$ cat src/rtl/avalon_ibex_bus_arbiter_if.sv
// avalon_ibex_bus_arbiter_if
//   Bundles the two ibex-side Avalon-MM slave ports (instruction, data) and
//   the shared Avalon-MM master port that the arbiter drives.
//
//   Handshake: a transfer is presented when read or write is high and is
//   accepted on the cycle its waitrequest is low; address/data must be held
//   stable while waitrequest is high. Read data returns later, in order,
//   qualified by readdatavalid.
//
//   modport master : arbiter view (drives avm_* and the avs_* returns)
//   modport slave  : environment view (drives requests and slave returns)
interface avalon_ibex_bus_arbiter_if;
    // instruction side
    logic        avs_instr_read;
    logic [31:0] avs_instr_address;
    logic        avs_instr_waitrequest;
    logic        avs_instr_readdatavalid;
    logic [31:0] avs_instr_readdata;
    // data side
    logic        avs_data_read;
    logic        avs_data_write;
    logic [31:0] avs_data_address;
    logic [3:0]  avs_data_byteenable;
    logic [31:0] avs_data_writedata;
    logic        avs_data_waitrequest;
    logic        avs_data_readdatavalid;
    logic [31:0] avs_data_readdata;
    logic [1:0]  avs_data_response;
    // shared master port
    logic [31:0] avm_address;
    logic [3:0]  avm_byteenable;
    logic        avm_read;
    logic        avm_write;
    logic [31:0] avm_writedata;
    logic        avm_waitrequest;
    logic        avm_readdatavalid;
    logic [31:0] avm_readdata;
    logic [1:0]  avm_response;

    modport master (
        input  avs_instr_read, avs_instr_address,
        output avs_instr_waitrequest, avs_instr_readdatavalid, avs_instr_readdata,
        input  avs_data_read, avs_data_write, avs_data_address,
        input  avs_data_byteenable, avs_data_writedata,
        output avs_data_waitrequest, avs_data_readdatavalid, avs_data_readdata,
        output avs_data_response,
        output avm_address, avm_byteenable, avm_read, avm_write, avm_writedata,
        input  avm_waitrequest, avm_readdatavalid, avm_readdata, avm_response
    );

    modport slave (
        output avs_instr_read, avs_instr_address,
        input  avs_instr_waitrequest, avs_instr_readdatavalid, avs_instr_readdata,
        output avs_data_read, avs_data_write, avs_data_address,
        output avs_data_byteenable, avs_data_writedata,
        input  avs_data_waitrequest, avs_data_readdatavalid, avs_data_readdata,
        input  avs_data_response,
        input  avm_address, avm_byteenable, avm_read, avm_write, avm_writedata,
        output avm_waitrequest, avm_readdatavalid, avm_readdata, avm_response
    );
endinterface

$ cat src/rtl/avalon_ibex_bus_arbiter.sv
// avalon_ibex_bus_arbiter
//   Shares one Avalon-MM master port between the ibex instruction-side (I,
//   read only) and data-side (D, read/write) masters. A stalled transfer locks
//   the grant until it is accepted. Accepted reads push their source ID into
//   an in-order tracker so each readdatavalid beat is routed to its issuer.
//
//   Optional feature: define AVALON_ARB_ROUND_ROBIN_EN for round-robin tie
//   breaking; otherwise D has fixed priority over I.
//
//   Ports:
//     clock, reset    : clock, asynchronous active-high reset
//     bus             : avalon_ibex_bus_arbiter_if.master (requests + shared port)
//     err_spurious_o  : sticky, a read return arrived with no read pending
//     dbg_locked      : grant lock state
//     dbg_owner       : lock owner (1 = D, 0 = I)
//     dbg_count       : number of outstanding reads
module avalon_ibex_bus_arbiter #(
    parameter int MAX_PENDING = 4
) (
    input  logic                         clock,
    input  logic                         reset,
    avalon_ibex_bus_arbiter_if.master    bus,
    output logic                         err_spurious_o,
    output logic                         dbg_locked,
    output logic                         dbg_owner,
    output logic [$clog2(MAX_PENDING):0] dbg_count
);
    localparam int PW = $clog2(MAX_PENDING);
    localparam int CW = PW + 1;

    typedef enum logic {REQ_I = 1'b0, REQ_D = 1'b1} req_e;

    logic                   locked_q, locked_d;
    req_e                   owner_q, owner_d;
    logic [CW-1:0]          count_q;
    logic [PW-1:0]          wr_ptr_q, rd_ptr_q;
    logic [MAX_PENDING-1:0] id_mem_q;
    logic                   err_q;

    logic full, empty, i_ok, d_ok, sel_valid, present, accept, push, pop;
    req_e sel, tie_winner, head;

    // A full tracker blocks new reads even when a return pops in the same
    // cycle, so the decision depends only on registered state.
    assign full  = (count_q == CW'(MAX_PENDING));
    assign empty = (count_q == '0);
    assign i_ok  = bus.avs_instr_read & ~full;
    assign d_ok  = (bus.avs_data_read | bus.avs_data_write) & ~(bus.avs_data_read & full);

`ifdef AVALON_ARB_ROUND_ROBIN_EN
    req_e last_grant_q;
    assign tie_winner = (last_grant_q == REQ_I) ? REQ_D : REQ_I;

    always_ff @(posedge clock or posedge reset) begin
        if (reset)       last_grant_q <= REQ_I;
        else if (accept) last_grant_q <= sel;
    end
`else
    assign tie_winner = REQ_D;
`endif

    always_comb begin
        sel       = REQ_D;
        sel_valid = 1'b0;
        if (locked_q) begin
            sel       = owner_q;
            sel_valid = (owner_q == REQ_D) ? d_ok : i_ok;
        end else if (i_ok && d_ok) begin
            sel       = tie_winner;
            sel_valid = 1'b1;
        end else if (d_ok) begin
            sel       = REQ_D;
            sel_valid = 1'b1;
        end else if (i_ok) begin
            sel       = REQ_I;
            sel_valid = 1'b1;
        end
    end

    assign present = sel_valid & ~reset;
    assign accept  = present & ~bus.avm_waitrequest;

    // Request path
    assign bus.avm_address    = (sel == REQ_D) ? bus.avs_data_address : bus.avs_instr_address;
    assign bus.avm_byteenable = (sel == REQ_D) ? bus.avs_data_byteenable : 4'hF;
    assign bus.avm_writedata  = (sel == REQ_D) ? bus.avs_data_writedata : 32'h0;
    assign bus.avm_read       = present & ((sel == REQ_D) ? bus.avs_data_read : 1'b1);
    assign bus.avm_write      = present & (sel == REQ_D) & bus.avs_data_write;

    assign bus.avs_instr_waitrequest = ~(present && sel == REQ_I) | bus.avm_waitrequest;
    assign bus.avs_data_waitrequest  = ~(present && sel == REQ_D) | bus.avm_waitrequest;

    // Return path
    assign push = accept & bus.avm_read;
    assign pop  = bus.avm_readdatavalid & ~empty & ~reset;
    assign head = req_e'(id_mem_q[rd_ptr_q]);

    assign bus.avs_instr_readdatavalid = pop & (head == REQ_I);
    assign bus.avs_data_readdatavalid  = pop & (head == REQ_D);
    assign bus.avs_instr_readdata      = bus.avm_readdata;
    assign bus.avs_data_readdata       = bus.avm_readdata;
    assign bus.avs_data_response       = bus.avm_response;

    // Grant lock: set while the selected transfer stalls, dropped on
    // acceptance or when the owner withdraws its request.
    always_comb begin
        locked_d = 1'b0;
        owner_d  = owner_q;
        if (present && bus.avm_waitrequest) begin
            locked_d = 1'b1;
            owner_d  = sel;
        end
    end

    always_ff @(posedge clock or posedge reset) begin
        if (reset) begin
            locked_q <= 1'b0;
            owner_q  <= REQ_D;
        end else begin
            locked_q <= locked_d;
            owner_q  <= owner_d;
        end
    end

    always_ff @(posedge clock or posedge reset) begin
        if (reset) begin
            count_q  <= '0;
            wr_ptr_q <= '0;
            rd_ptr_q <= '0;
            id_mem_q <= '0;
            err_q    <= 1'b0;
        end else begin
            if (push) begin
                id_mem_q[wr_ptr_q] <= sel;
                wr_ptr_q           <= wr_ptr_q + 1'b1;
            end
            if (pop) begin
                rd_ptr_q <= rd_ptr_q + 1'b1;
            end
            if (push && !pop)      count_q <= count_q + 1'b1;
            else if (pop && !push) count_q <= count_q - 1'b1;
            if (bus.avm_readdatavalid && empty) begin
                err_q <= 1'b1;
            end
        end
    end

    assign err_spurious_o = err_q;
    assign dbg_locked     = locked_q;
    assign dbg_owner      = owner_q;
    assign dbg_count      = count_q;
endmodule
$ cat src/flat_wrapper.sv
// flat-port wrapper written by rule: the top's interface ports become plain ports
module avalon_ibex_bus_arbiter_flat 
#(
    parameter int MAX_PENDING = 4
)
  (clock, reset, err_spurious_o, dbg_locked, dbg_owner, dbg_count, bus_avs_instr_read, bus_avs_instr_address, bus_avs_instr_waitrequest, bus_avs_instr_readdatavalid, bus_avs_instr_readdata, bus_avs_data_read, bus_avs_data_write, bus_avs_data_address, bus_avs_data_byteenable, bus_avs_data_writedata, bus_avs_data_waitrequest, bus_avs_data_readdatavalid, bus_avs_data_readdata, bus_avs_data_response, bus_avm_address, bus_avm_byteenable, bus_avm_read, bus_avm_write, bus_avm_writedata, bus_avm_waitrequest, bus_avm_readdatavalid, bus_avm_readdata, bus_avm_response);
  avalon_ibex_bus_arbiter_if bus_i ();
  input  logic clock;
  input  logic reset;
  output logic err_spurious_o;
  output logic dbg_locked;
  output logic dbg_owner;
  output logic [$clog2(MAX_PENDING):0] dbg_count;
  input wire logic [$bits(bus_i.avs_instr_read)-1:0] bus_avs_instr_read;
  input wire logic [$bits(bus_i.avs_instr_address)-1:0] bus_avs_instr_address;
  output wire logic [$bits(bus_i.avs_instr_waitrequest)-1:0] bus_avs_instr_waitrequest;
  output wire logic [$bits(bus_i.avs_instr_readdatavalid)-1:0] bus_avs_instr_readdatavalid;
  output wire logic [$bits(bus_i.avs_instr_readdata)-1:0] bus_avs_instr_readdata;
  input wire logic [$bits(bus_i.avs_data_read)-1:0] bus_avs_data_read;
  input wire logic [$bits(bus_i.avs_data_write)-1:0] bus_avs_data_write;
  input wire logic [$bits(bus_i.avs_data_address)-1:0] bus_avs_data_address;
  input wire logic [$bits(bus_i.avs_data_byteenable)-1:0] bus_avs_data_byteenable;
  input wire logic [$bits(bus_i.avs_data_writedata)-1:0] bus_avs_data_writedata;
  output wire logic [$bits(bus_i.avs_data_waitrequest)-1:0] bus_avs_data_waitrequest;
  output wire logic [$bits(bus_i.avs_data_readdatavalid)-1:0] bus_avs_data_readdatavalid;
  output wire logic [$bits(bus_i.avs_data_readdata)-1:0] bus_avs_data_readdata;
  output wire logic [$bits(bus_i.avs_data_response)-1:0] bus_avs_data_response;
  output wire logic [$bits(bus_i.avm_address)-1:0] bus_avm_address;
  output wire logic [$bits(bus_i.avm_byteenable)-1:0] bus_avm_byteenable;
  output wire logic [$bits(bus_i.avm_read)-1:0] bus_avm_read;
  output wire logic [$bits(bus_i.avm_write)-1:0] bus_avm_write;
  output wire logic [$bits(bus_i.avm_writedata)-1:0] bus_avm_writedata;
  input wire logic [$bits(bus_i.avm_waitrequest)-1:0] bus_avm_waitrequest;
  input wire logic [$bits(bus_i.avm_readdatavalid)-1:0] bus_avm_readdatavalid;
  input wire logic [$bits(bus_i.avm_readdata)-1:0] bus_avm_readdata;
  input wire logic [$bits(bus_i.avm_response)-1:0] bus_avm_response;
  assign bus_i.avs_instr_read = bus_avs_instr_read;
  assign bus_i.avs_instr_address = bus_avs_instr_address;
  assign bus_avs_instr_waitrequest = bus_i.avs_instr_waitrequest;
  assign bus_avs_instr_readdatavalid = bus_i.avs_instr_readdatavalid;
  assign bus_avs_instr_readdata = bus_i.avs_instr_readdata;
  assign bus_i.avs_data_read = bus_avs_data_read;
  assign bus_i.avs_data_write = bus_avs_data_write;
  assign bus_i.avs_data_address = bus_avs_data_address;
  assign bus_i.avs_data_byteenable = bus_avs_data_byteenable;
  assign bus_i.avs_data_writedata = bus_avs_data_writedata;
  assign bus_avs_data_waitrequest = bus_i.avs_data_waitrequest;
  assign bus_avs_data_readdatavalid = bus_i.avs_data_readdatavalid;
  assign bus_avs_data_readdata = bus_i.avs_data_readdata;
  assign bus_avs_data_response = bus_i.avs_data_response;
  assign bus_avm_address = bus_i.avm_address;
  assign bus_avm_byteenable = bus_i.avm_byteenable;
  assign bus_avm_read = bus_i.avm_read;
  assign bus_avm_write = bus_i.avm_write;
  assign bus_avm_writedata = bus_i.avm_writedata;
  assign bus_i.avm_waitrequest = bus_avm_waitrequest;
  assign bus_i.avm_readdatavalid = bus_avm_readdatavalid;
  assign bus_i.avm_readdata = bus_avm_readdata;
  assign bus_i.avm_response = bus_avm_response;
  avalon_ibex_bus_arbiter #(.MAX_PENDING(MAX_PENDING)) u_core (.clock(clock), .reset(reset), .bus(bus_i), .err_spurious_o(err_spurious_o), .dbg_locked(dbg_locked), .dbg_owner(dbg_owner), .dbg_count(dbg_count));
endmodule
$ cat config.mk
export PLATFORM = sky130hd
export DESIGN_NAME = avalon_ibex_bus_arbiter_flat
export DESIGN_NICKNAME = d
export VERILOG_FILES = /design/src/rtl/avalon_ibex_bus_arbiter_if.sv /design/src/rtl/avalon_ibex_bus_arbiter.sv /design/src/flat_wrapper.sv
export SDC_FILE = /design/constraint.sdc
export NUM_CORES = 1
export LEC_CHECK = 0
export CAP_MARGIN = 40
export CORE_AREA = 2 2 112 114
export CTS_CLUSTER_DIAMETER = 60
export DETAILED_ROUTE_END_ITERATION = 7
export DIE_AREA = 0 0 114 116
export PLACE_DENSITY_LB_ADDON = 0.3
export SETUP_SLACK_MARGIN = 0.1
export SKIP_LAST_GASP = 1
export SLEW_MARGIN = 5
export SYNTH_ARGS = -nofsm -noshare
export SYNTH_HDL_FRONTEND = slang
export SYNTH_SLANG_ARGS = --single-unit
$ cat constraint.sdc
create_clock -name clock -period 3.1 [get_ports clock]
set_input_delay 0.62 -clock clock [delete_from_list [all_inputs] [get_ports clock]]
set_output_delay 0.62 -clock clock [all_outputs]
set_load 0.02 [all_outputs]
---- Yosys cells after proc, flatten, opt, wreduce, memory -nomap -nowiden ----
Cells that the tools add are included.
operators by class
  reduce and logical (&&, ||, !) cells .... 12
  multiplexer cells ....................... 21
  order comparisons ....................... 3
  $add $sub $neg .......................... 4
  bitwise gates (word level) .............. 25
  eq/ne operators ......................... 1
operator list
  cell                 number
  $mux 32              2
  $and 1x1->1          13
  $mux 1               13
  $not 1->1            9
  $logic_and 1x1->1    8
  $lt 2x3->1 const B   2
  $mux 3               2
  $add 2x1->2 const B  2
  $bwmux 4             1
  $mux 4               1
  $add 3x1->3 const B  1
  $eq 3x3->1 const B   1
  $logic_not 3->1      1
  $or 1x1->1           3
  $sub 3x1->3 const B  1
  $bmux 1 s2           1
  $demux 1 s2          1
  $ge 2x1->1 const B   1
  $logic_not 1->1      2
  $reduce_bool 2->1    1
word-level totals
  register bits after elaboration ......... 14

---- Longest topological paths before layout ----
  depth in word-level cells ............... 14
  depth in mapped cells ................... 11
  mapped depth without buffers ............ 10

---- Least setup slack after synthesis ----
No wires, ideal clock.
  kind .................................... in2reg
  start ................................... input port bus_avs_data_read
  end ..................................... register u_core.count_q[2] (netlist: u_core.dbg_count[2])
  setup time .............................. 0.080 ns
  required time ........................... 3.020 ns
  stages on the path ...................... 11
  arrival ................................. 2.579 ns
  path buffers ............................ 1
  setup slack ............................. 0.441 ns
  cell sequence ........................... buf_6 or4b_4 o22ai_2 o211ai_1 inv_1 ha_1 inv_1 fa_1 xor2_1 nor2_1 xor2_1
between the ends
  longest elaborated chain between the ends .. 12
RTL lines
  what                                                line                                                          RTL
  start, declared                                     flat_wrapper.sv:19                                            input wire logic [$bits(bus_i.avs_data_read)-1:0] bus_avs_data_read;
  $and 1x1->1                                         avalon_ibex_bus_arbiter.sv:48                                 assign d_ok = (bus.avs_data_read | bus.avs_data_write) & ~(bus.avs_data_read & full);
  $not 1->1                                           avalon_ibex_bus_arbiter.sv:48
  $and 1x1->1                                         avalon_ibex_bus_arbiter.sv:48
  $mux 1 / $logic_and 1x1->1 (equally long branches)  avalon_ibex_bus_arbiter.sv:71, avalon_ibex_bus_arbiter.sv:68
  $mux 1                                              avalon_ibex_bus_arbiter.sv:68                                 end else if (i_ok && d_ok) begin
  $mux 1                                              avalon_ibex_bus_arbiter.sv:65                                 if (locked_q) begin
  $and 1x1->1 / $mux 1 (equally long branches)        avalon_ibex_bus_arbiter.sv:80, avalon_ibex_bus_arbiter.sv:87
  $and 1x1->1, on equally long branches               avalon_ibex_bus_arbiter.sv:81, avalon_ibex_bus_arbiter.sv:87
  $and 1x1->1 *                                       avalon_ibex_bus_arbiter.sv:94                                 assign push = accept & bus.avm_read;
  net u_core.push                                     avalon_ibex_bus_arbiter.sv:40                                 logic full, empty, i_ok, d_ok, sel_valid, present, accept, push, pop;
  $logic_not 1->1                                     avalon_ibex_bus_arbiter.sv:141                                else if (pop && !push) count_q <= count_q - 1'b1;
  $logic_and 1x1->1                                   avalon_ibex_bus_arbiter.sv:141
  $reduce_bool 2->1 (no source line)                  n/a
  end signal, assigned                                avalon_ibex_bus_arbiter.sv:140                                if (push && !pop) count_q <= count_q + 1'b1;
  end signal, assigned                                avalon_ibex_bus_arbiter.sv:141
  end, declared                                       avalon_ibex_bus_arbiter.sv:35                                 logic [CW-1:0] count_q;
The timed path passes the listed nets; every way through them passes the cells marked *.
A chain may end at the register's enable or synchronous reset.

---- Worst setup path in the final report ----
  start ................................... input port bus_avs_data_write
  end ..................................... output port bus_avm_address[8]
between the ends
  longest elaborated chain between the ends .. 6
RTL lines
  what                                                line                                                          RTL
  start, declared                                     flat_wrapper.sv:20                                            input wire logic [$bits(bus_i.avs_data_write)-1:0] bus_avs_data_write;
  $or 1x1->1 *                                        avalon_ibex_bus_arbiter.sv:48
  $and 1x1->1 *                                       avalon_ibex_bus_arbiter.sv:48
  $mux 1 / $logic_and 1x1->1 (equally long branches)  avalon_ibex_bus_arbiter.sv:71, avalon_ibex_bus_arbiter.sv:68
  $mux 1 *                                            avalon_ibex_bus_arbiter.sv:68
  $mux 1 *                                            avalon_ibex_bus_arbiter.sv:65
  $mux 32 *                                           avalon_ibex_bus_arbiter.sv:84                                 assign bus.avm_address = (sel == REQ_D) ? bus.avs_data_address : bus.avs_instr_address;
  end, declared                                       flat_wrapper.sv:28                                            output wire logic [$bits(bus_i.avm_address)-1:0] bus_avm_address;
Every way passes the cells marked *; elsewhere a longest branch is shown, timed or not.

==> impl_metrics.toml <==
[status]
status = "finished clean"

[place]
dpl-instance-area_um2 = 3600
place_inst = 550
dp.final_hpwl_um = 6510
gp_congestion = 0.746
port_buffers = 186
pre_cts_ws_ns = -0.357

[drt]
wl_um = 8010
remaining_drc_errors = 0
wl_per_cell_um = 14.3
vias = 2186
ant_nets = 0
drt_first_pass_iters = 4
first_iter_violations = 35
avgViaCountPerCell = 3.90

[floorplan]
num_rows = 40
core_area_um2 = 11900
boundaryPins = 287
start_util = 0.166
die_w_um = 114
dieHeight_um = 116
dieArea_um2 = 13200

[power_and_ir_drop]
ir_drop_uv = 241
p_leak_nw = 1.65
power_mw = 1.76
power.density_nw_per_um2 = 490

[yosys]
synth_seq_cells = 14
postSynthAreaPerCell_um2 = 7.02
syn_nets = 429
syn_inst = 282
seq_area_frac_synth = 0.178
yosys_warnings = 0
syn_area_um2 = 1980
synth.distinct_cells = 34

[job]
maxCapViolCount = 0

[timing]
hold_viol = 0
holdWs_ns = 0.453
fin_setup_tns_ns = 0
maxSlewHeadroom = 0.772
setup_viol = 0
setup_slack_ns = 0.163
fin_crit_ns = 2.94
max_freq_mhz = 341
grt_setup_unrepaired = "no"
skew_ns = 0.00135
worst_slew_pin_slew_ns = 0.338
drv_slew = 0
post-route-period-util = 0.947

[worst_setup_path]
r2r_cells = 11
end_kind = "primary output"
cp.required_ns = 2.48
critPathKind = "primary input to primary output"
critPathArrivalTime_ns = 2.32
start_kind = "primary input"
ff2ff_setup_slack_ns = 0.49
worstPathMaxFanout = 8

[grt]
grt_pass1_vias = 2148
grt_remaining_overflow = 0
track_usage = 0.108
grt_pass1_wl_um = 11200
grt_max_degree = 38
antenna_found_initial = 0

[layout]
nets = 562
fillers = 1295
final_area_um2 = 3600
final_cells = 561
post-route-util = 0.302
area_growth_pct = 81.7
drive_above_1_share = 0.268
antenna_cells = 0

[clock_network]
cts-root-buf = "clkbuf_16"
cts_num_sinks = 14
insertion_delay_ns = 0.24
clk_pin_slew_ns = 0.05
cts-htree-levels = 1
cts_buffers = 3
tritoncts = "yes"
cts.path.max_buffers = 2

[worst_hold_path]
worst_hold_path.num_cells = 1
hp-class = "flop to flop"
-- cells in the mapped netlist --
| library cell | n | area share |
|---|---|---|
| a21o_1 | 1 | 0.0038 |
| and3_1 | 2 | 0.0063 |
| fa_1 | 1 | 0.010 |
| and2_1 | 34 | 0.11 |
| inv_1 | 7 | 0.013 |
| nor2_1 | 4 | 0.0076 |
| nor2b_1 | 1 | 0.0032 |
| o22a_1 | 1 | 0.0044 |
| mux2_4 | 1 | 0.0076 |
| mux2_2 | 2 | 0.011 |
| buf_4 | 68 | 0.26 |
| dfrtp_1 | 13 | 0.16 |
| nand2b_1 | 4 | 0.013 |
| nor4bb_1 | 1 | 0.0051 |
| o21a_1 | 1 | 0.0038 |
| xor2_1 | 2 | 0.0088 |
| nor3b_1 | 2 | 0.0076 |
| or4b_4 | 1 | 0.0069 |
| o211ai_1 | 1 | 0.0038 |
| a21bo_2 | 1 | 0.0051 |
| buf_6 | 3 | 0.017 |
| a31oi_1 | 4 | 0.013 |
| dfstp_2 | 1 | 0.013 |
| a41oi_1 | 4 | 0.018 |
| and2_0 | 1 | 0.0032 |
| o22ai_2 | 1 | 0.0063 |
| mux4_2 | 1 | 0.011 |
| xnor2_1 | 4 | 0.018 |
| nand2_1 | 99 | 0.19 |
| buf_2 | 5 | 0.013 |
| ha_1 | 5 | 0.032 |
| clkbuf_1 | 4 | 0.0076 |
| nor3_1 | 1 | 0.0025 |
| o32ai_2 | 1 | 0.0082 |
-- cells by family (layout without fill, tap and decap cells) --
kind of cell    Yosys count  after routing  synth area share
mux                       4              4            0.0303
flops                    14             14             0.178
simple gates            150            150             0.350
buf+inv                  87            219             0.308
xor+xnor                  6              6            0.0265
compound gates           15             15            0.0657
fa+ha+maj                 6              6            0.0417
-- final timing paths --
check | from | endpoint
min | u_core.err_spurious_o$_DFFE_PP0P_ | u_core.err_spurious_o$_DFFE_PP0P_
min in group asynchronous | reset | u_core.dbg_count[2]$_DFFE_PP0P_
max reg2reg | u_core.dbg_locked$_DFF_PP0_ | u_core.dbg_count[2]$_DFFE_PP0P_
max in group asynchronous | reset | u_core.dbg_owner$_DFFE_PP1P_
max | bus_avs_data_write | bus_avm_address[8]
min reg2reg | u_core.err_spurious_o$_DFFE_PP0P_ | u_core.err_spurious_o$_DFFE_PP0P_
-- flip-flops by register name, indices dropped and copies added (netlist names) --
name / flops
u_core.dbg_count: 3
u_core.dbg_locked: 1
u_core.dbg_owner: 1
u_core.err_spurious_o: 1
u_core.id_mem_q: 4
u_core.rd_ptr_q: 2
u_core.wr_ptr_q: 2
-- report_power, final --
group          switching (mW)  internal, mW  leakage (nW)  total (mW)
Combinational           0.550         0.576          1.45        1.13
Clock                  0.0741         0.195        0.0442       0.270
Sequential             0.0986         0.270         0.160       0.368
Total                   0.722          1.04          1.65        1.76
-- metal layers --
layer,global-route usage,vias up,wire length [µm]
li1,-,1074,-
met1,0.113,955,2700
met2,0.204,145,4300
met3,0.0392,12,908
met4,0.0268,0,106
met5,0,-,0
-- cell type report --
type	count	area (µm²)	area share
timing repair buffer	208	1900	0.528
multi-input combinational	181	1050	0.291
sequential	14	352	0.0977
tap	147	184	0.0511
clock buffer	4	88.8	0.0247
inverter	7	26.3	0.00730
-- placed cells by master (no fill, tap or decap), types with 2 or more instances in the layout --
| master | synthesis | final |
|---|---|---|
| clkdlybuf4s50_1 | 0 | 111 |
| xor2_1 | 2 | 2 |
| buf_4 | 68 | 16 |
| dfrtp_1 | 13 | 13 |
| ha_1 | 5 | 4 |
| nor2_1 | 4 | 4 |
| clkdlybuf4s15_2 | 0 | 24 |
| buf_12 | 0 | 4 |
| and3_1 | 2 | 2 |
| xnor2_1 | 4 | 4 |
| buf_2 | 5 | 46 |
| and2_1 | 34 | 34 |
| nand2b_1 | 4 | 4 |
| inv_1 | 7 | 7 |
| a31oi_1 | 4 | 4 |
| nand2_1 | 99 | 98 |
| a41oi_1 | 4 | 4 |
| mux2_2 | 2 | 2 |
| clkbuf_16 | 0 | 3 |
| dlygate4sd2_1 | 0 | 3 |
-- worst max-delay path: stages --
cell,delay (ns)
dlygate4sd2_1,0.27
or4b_4,0.55
o22ai_4,0.26
buf_12,0.15
buf_16,0.11
nand2_1,0.05
nand2_1,0.05
clkdlybuf4s15_2,0.25
-- timing repair --
action | 4_1_cts | 5_1_grt
resized for setup | 269 | 6
endpoints found under the setup margin | 74 | 5
hold buffers | 0 | 0
pin swaps | 2 | 3
cloned | 1 | 0
setup buffers | 5 | 1
No activity file was read; power rests on OpenSTA's default activity.
